$ cat config.mk
export PLATFORM = sky130hd
export DESIGN_NAME = seg7_scan_reader
export DESIGN_NICKNAME = d
export VERILOG_FILES = /design/src/rtl/seg7_scan_reader.sv
export SDC_FILE = /design/constraint.sdc
export NUM_CORES = 1
export LEC_CHECK = 0
export ABC_AREA = 1
export CAP_MARGIN = 15
export CORE_MARGIN = 8
export CORE_UTILIZATION = 60
export DETAILED_ROUTE_END_ITERATION = 6
export PLACE_DENSITY = 0.83
export SETUP_SLACK_MARGIN = 0.15
export SYNTH_ARGS = -nofsm -noshare
export SYNTH_HDL_FRONTEND = slang
export SYNTH_SLANG_ARGS = --single-unit
$ cat constraint.sdc
create_clock -name clk -period 3.9 [get_ports clk]
set_input_delay 0.39 -clock clk [delete_from_list [all_inputs] [get_ports clk]]
set_output_delay 0.39 -clock clk [all_outputs]
set_load 0.01 [all_outputs]
$ cat src/rtl/seg7_scan_reader.sv
// seg7_scan_reader
// Samples a multiplexed active-high 7-segment bus, accepts a digit once its
// pattern has been stable for STABLE_CYCLES consecutive samples, decodes it
// back to a nibble and assembles one nibble per digit into a frame that is
// handed downstream over a valid/ready handshake.
module seg7_scan_reader #(
  parameter int NUM_DIGITS    = 4,
  parameter int STABLE_CYCLES = 3
) (
  input  logic                    clk,
  input  logic                    rst,
  input  logic [0:6]              seg_in,
  input  logic [NUM_DIGITS-1:0]   dig_en,
  input  logic                    frame_ready,
  output logic                    frame_valid,
  output logic [4*NUM_DIGITS-1:0] frame_bcd,
  output logic [NUM_DIGITS-1:0]   frame_err
);

  localparam int          IDX_W     = (NUM_DIGITS > 1) ? $clog2(NUM_DIGITS) : 1;
  localparam logic [3:0]  STABLE    = 4'(STABLE_CYCLES);
  localparam logic [3:0]  STABLE_M1 = 4'(STABLE_CYCLES - 1);

  typedef enum logic {
    OUT_EMPTY,
    OUT_FULL
  } out_state_t;

  // Run tracking state
  logic [0:6]            last_seg;
  logic [NUM_DIGITS-1:0] last_dig;
  logic [3:0]            cnt;
  logic [3:0]            cnt_next;
  logic                  sample_ok;
  logic                  same_run;
  logic                  commit;

  // Decoded view of the current sample
  logic [IDX_W-1:0]      dig_idx;
  logic [3:0]            dec_val;
  logic                  dec_err;

  // Staging area for the frame under construction
  logic [4*NUM_DIGITS-1:0] stage_bcd;
  logic [NUM_DIGITS-1:0]   stage_err;
  logic [NUM_DIGITS-1:0]   filled;
  logic [NUM_DIGITS-1:0]   filled_next;

  // Output handshake state
  out_state_t            state;
  out_state_t            state_next;
  logic                  transfer;

  // Classify the sample and advance the saturating run counter.
  // A run commits exactly once: on the step from STABLE-1 to STABLE, or on the
  // run's first sample when a single sample is enough.
  always_comb begin
    sample_ok = $onehot(dig_en);
    same_run  = sample_ok && (cnt != 4'd0) &&
                (seg_in == last_seg) && (dig_en == last_dig);
    cnt_next  = '0;
    commit    = 1'b0;
    if (!sample_ok) begin
      cnt_next = '0;
    end else if (same_run) begin
      commit   = (cnt == STABLE_M1);
      cnt_next = (cnt >= STABLE) ? STABLE : cnt + 4'd1;
    end else begin
      cnt_next = 4'd1;
      commit   = (STABLE_CYCLES == 1);
    end
  end

  // Register the run counter and the pattern that started the current run.
  always_ff @(posedge clk) begin
    if (rst) begin
      cnt      <= '0;
      last_seg <= '0;
      last_dig <= '0;
    end else begin
      cnt <= cnt_next;
      if (sample_ok && !same_run) begin
        last_seg <= seg_in;
        last_dig <= dig_en;
      end
    end
  end

  // Convert the one-hot digit enable into a slot index.
  always_comb begin
    dig_idx = '0;
    for (int unsigned i = 0; i < NUM_DIGITS; i++) begin
      if (dig_en[i]) dig_idx = IDX_W'(i);
    end
  end

  // Segment pattern to nibble; dash reads as F, anything unknown as E with err.
  always_comb begin
    dec_val = 4'hE;
    dec_err = 1'b0;
    case (seg_in)
      7'b1111110: dec_val = 4'h0;
      7'b0110000: dec_val = 4'h1;
      7'b1101101: dec_val = 4'h2;
      7'b1111001: dec_val = 4'h3;
      7'b0110011: dec_val = 4'h4;
      7'b1011011: dec_val = 4'h5;
      7'b1011111: dec_val = 4'h6;
      7'b1110000: dec_val = 4'h7;
      7'b1111111: dec_val = 4'h8;
      7'b1111011: dec_val = 4'h9;
      7'b0000001: dec_val = 4'hF;
      default: begin
        dec_val = 4'hE;
        dec_err = 1'b1;
      end
    endcase
  end

  // Filled mask: a transfer empties it first, then this edge's commit lands in
  // the fresh frame.
  always_comb begin
    filled_next = transfer ? '0 : filled;
    if (commit) filled_next[dig_idx] = 1'b1;
  end

  // Write committed digits into their staging slot (later commits overwrite).
  always_ff @(posedge clk) begin
    if (rst) begin
      filled    <= '0;
      stage_bcd <= '0;
      stage_err <= '0;
    end else begin
      filled <= filled_next;
      if (commit) begin
        stage_bcd[{dig_idx, 2'b00} +: 4] <= dec_val;
        stage_err[dig_idx]               <= dec_err;
      end
    end
  end

  // Output handshake state register.
  always_ff @(posedge clk) begin
    if (rst) state <= OUT_EMPTY;
    else     state <= state_next;
  end

  // Transfer when staging is complete and the output slot is free or being
  // drained this cycle; holding stays put until frame_ready.
  always_comb begin
    state_next = state;
    transfer   = (&filled) && ((state == OUT_EMPTY) || frame_ready);
    case (state)
      OUT_EMPTY: if (transfer) state_next = OUT_FULL;
      OUT_FULL: begin
        if (transfer)         state_next = OUT_FULL;
        else if (frame_ready) state_next = OUT_EMPTY;
      end
      default: state_next = OUT_EMPTY;
    endcase
  end

  // Output frame register, loaded from staging on transfer.
  always_ff @(posedge clk) begin
    if (rst) begin
      frame_bcd <= '0;
      frame_err <= '0;
    end else if (transfer) begin
      frame_bcd <= stage_bcd;
      frame_err <= stage_err;
    end
  end

  assign frame_valid = (state == OUT_FULL);

endmodule
==> results.py <==
metrics = {
    "global_routing": {
        "antenna_found_initial": 0,
        "grt_max_degree": 37,
        "first_global_vias": 2612,
        "grt_usage_pct": 18.6,
        "overflow": 0,
        "grt_first_pass_wirelength_mm": 11.4,
    },
    "floorplanning": {
        "die_y_um": 87.1,
        "std_cell_rows": 26,
        "ioPinCount": 35,
        "core_um2": 4980,
        "dieArea_um2": 7590,
        "die_w_um": 87.1,
        "initial_core_util_pct": 60.9,
    },
    "logic_synthesis": {
        "ys_top_cells_by_count": "91 x nand2_1, 78 x nor2_1, 60 x dfxtp_1",
        "yosysMostFrequentCell": "nand2_1",
        "yosys_most_used_dff": "dfxtp_1",
        "synth_edf_count": 0,
        "syn_area_um2": 3030,
        "synth-seq-cells": 60,
        "syn_area_per_cell_um2": 7.05,
        "async_flop_share_pct": 0,
        "synth_top_area_share_pct": 39.6,
        "yosysWarnings": 0,
        "synthCells": 430,
        "synth_area_leaders": "dfxtp_1 40%, nand2_1 11%, nor2_1 9.7%",
        "synth_cell_types": 31,
        "ys_seq_area_share_pct": 39.6,
        "yosys.area.top_type": "dfxtp_1",
    },
    "drt": {
        "ant_nets": 0,
        "viasPerCell": 5.18,
        "drt-initial-drc-count": 170,
        "wl_per_cell_um": 12.3,
        "num_vias": 2810,
        "drt_first_pass_iters": 6,
        "drc": 0,
        "routed_wl_mm": 6.66,
    },
    "run_status": {
        "outcome": "complete, no violations",
    },
    "sta": {
        "worstMarginPinSlew_ns": 0.896,
        "slew-limit-headroom_pct": 40.2,
        "tns_ns": 0,
        "finalHoldViolations": 0,
        "holdWs_ns": 0.456,
        "skew_ns": 0.00892,
        "slew_violations": 0,
        "clock.fmax_mhz": 312,
        "period_needed_ns": 3.20,
        "rsz0062_at_grt": "false",
        "finalCritPeriodShare_pct": 82.1,
        "setup_viol": 0,
    },
    "clocking": {
        "ctsRootBufferMaster": "clkbuf_8",
        "cts_setup_buffers": 0,
        "cts_tree": "done",
        "clk_pin_slew_worst_paths_ns": 0.06,
        "insertion_delay_ns": 0.34,
        "clock-sinks": 60,
        "cts-resized-gates": 0,
        "cts.htree.levels": 3,
        "cts_buffer_depth": 2,
        "holdBufCountCts": 0,
        "cts_inserted_buffers": 9,
    },
    "power": {
        "powerDensity_nw_per_um2": 368,
        "p_comb_share_pct": 13.4,
        "p_int_uw": 962,
        "power.share.switching_pct": 27.6,
        "p_sw_uw": 366,
        "seqPwrFrac_pct": 48.9,
        "peakVddDrop_uv": 280,
        "total_leakage_power_nw": 1.54,
        "clkPwrFrac_pct": 37.6,
    },
    "layout": {
        "fillers": 432,
        "instances_no_fill": 542,
        "nets": 494,
        "syn2layout_area_growth_pct": 19.0,
        "n_antenna_cell": 0,
        "drive_gt1_share_pct": 8.90,
    },
    "placement": {
        "port_buffers": 34,
        "dpl.hpwl_mm": 4.97,
        "place.gp.congestion": 0.915,
        "dp.cells": 526,
    },
    "critical_path": {
        "crit_arrival_ns": 3.43,
        "cp-end-kind": "register",
        "slowest_delay_ns": 0.55,
        "crit_type": "in -> reg",
        "path_cells": "clkdlybuf4s50_1 -> inv_1 -> fa_1 -> inv_1 -> ha_1 -> ha_1 -> nor2_1 -> nand2_1 -> nor2_4 -> inv_1 -> nor3_1 -> nand3_1 -> and3_1",
        "worstPathRequired_ns": 4.12,
        "cp_slowest_cell": "clkdlybuf4s50_1",
        "path_max_fanout": 6,
        "cp-start-kind": "input port",
        "cp_common_cell": "inv_1",
    },
    "hold_path": {
        "hold_path_class": "reg -> reg",
    },
    "job": {
        "maxCapViolations": 0,
    },
}
[registers in the layout, summed over array words and instances, names as in the netlist]
register,count
cnt,4
filled,4
frame_bcd,16
frame_err,4
frame_valid,1
last_dig,4
last_seg,7
stage_bcd,16
stage_err,4
[final timing paths]
| check | startpoint | endpoint | slack [ns] | depth (start not counted) |
|---|---|---|---|---|
| setup / recovery | dig_en[0] | stage_err[1] | 0.70 | 13 |
| hold / removal | stage_err[3] | stage_err[3] | 0.46 | 2 |
| setup reg to reg | cnt[0] | last_dig[0] | 2.00 | 10 |
| hold reg to reg | stage_err[3] | stage_err[3] | 0.46 | 2 |
[power groups by stage]
| stage | logic [mW] | clock network, mW | registers (mW) |
|---|---|---|---|
| 2_1_floorplan | 0.134 | 0 | 0.659 |
| 3_3_place_gp | 0.171 | 0 | 0.662 |
| 3_5_place_dp | 0.177 | 0 | 0.663 |
| 4_1_cts | 0.177 | 0.505 | 0.650 |
| 5_1_grt | 0.203 | 0.536 | 0.652 |
| 6_report | 0.178 | 0.500 | 0.650 |
[per-stage QoR]
stage	worst slack, ns	power (mW)	instance area, um^2	utilization (%)
floorplan	1.25	0.794	3040	-
global placement	0.454	0.833	3430	68.9
detailed placement	0.373	0.839	3430	68.9
CTS	0.720	1.33	3610	72.5
global route	0.479	1.39	3610	72.5
finish	0.697	1.33	3610	72.5
[area by class of cell]
| cell class | instances | area, um^2 | area share, % |
|---|---|---|---|
| multi-input combinational | 316 | 1620 | 44.9 |
| sequential | 60 | 1200 | 33.3 |
| timing repair buffer | 36 | 355 | 9.85 |
| inverter | 44 | 165 | 4.58 |
| clock buffer | 12 | 155 | 4.30 |
| tap | 70 | 87.6 | 2.43 |
| clock inverter | 4 | 23.8 | 0.659 |
[critical path: cells and delay by family]
family	cells	cell delay, ns
buffers and inverters	4	0.86
adders and majority gates	3	1.00
and+or+nand+nor	6	1.17
[cells by family after synthesis]
kind of cell               after synthesis  synth area share, %
other                                    1                0.124
AOI/OAI and AO/OA                       74                 12.3
buffers and inverters                   55                 7.10
DFF                                     60                 39.6
xor gates and xnor gates                 7                 2.02
adders and majority gates               13                 5.61
and+or+nand+nor                        220                 33.2
[layer usage]
| metal | up-vias | GRT usage, % | part of all wire (%) |
|---|---|---|---|
| li1 | 1433 | - | - |
| met1 | 1301 | 22.4 | 47 |
| met2 | 63 | 31.1 | 47 |
| met5 | - | 0 | 0 |
| met3 | 13 | 4.53 | 4.7 |
| met4 | 0 | 7.03 | 1.7 |
[cells in the final DEF (no fill, tap or decap), types with 5 or more instances in the layout]
cell type | Yosys | final
a21oi_1 | 38 | 38
nor2_1 | 78 | 78
ha_1 | 12 | 12
o21ai_0 | 34 | 34
clkdlybuf4s50_1 | 0 | 34
nand2_1 | 91 | 91
nor2_2 | 6 | 6
nor3_1 | 6 | 6
xnor2_1 | 5 | 5
dfxtp_1 | 60 | 60
nand3_1 | 17 | 17
clkbuf_8 | 0 | 11
inv_1 | 41 | 41
No activity file was read; power rests on OpenSTA's default activity.
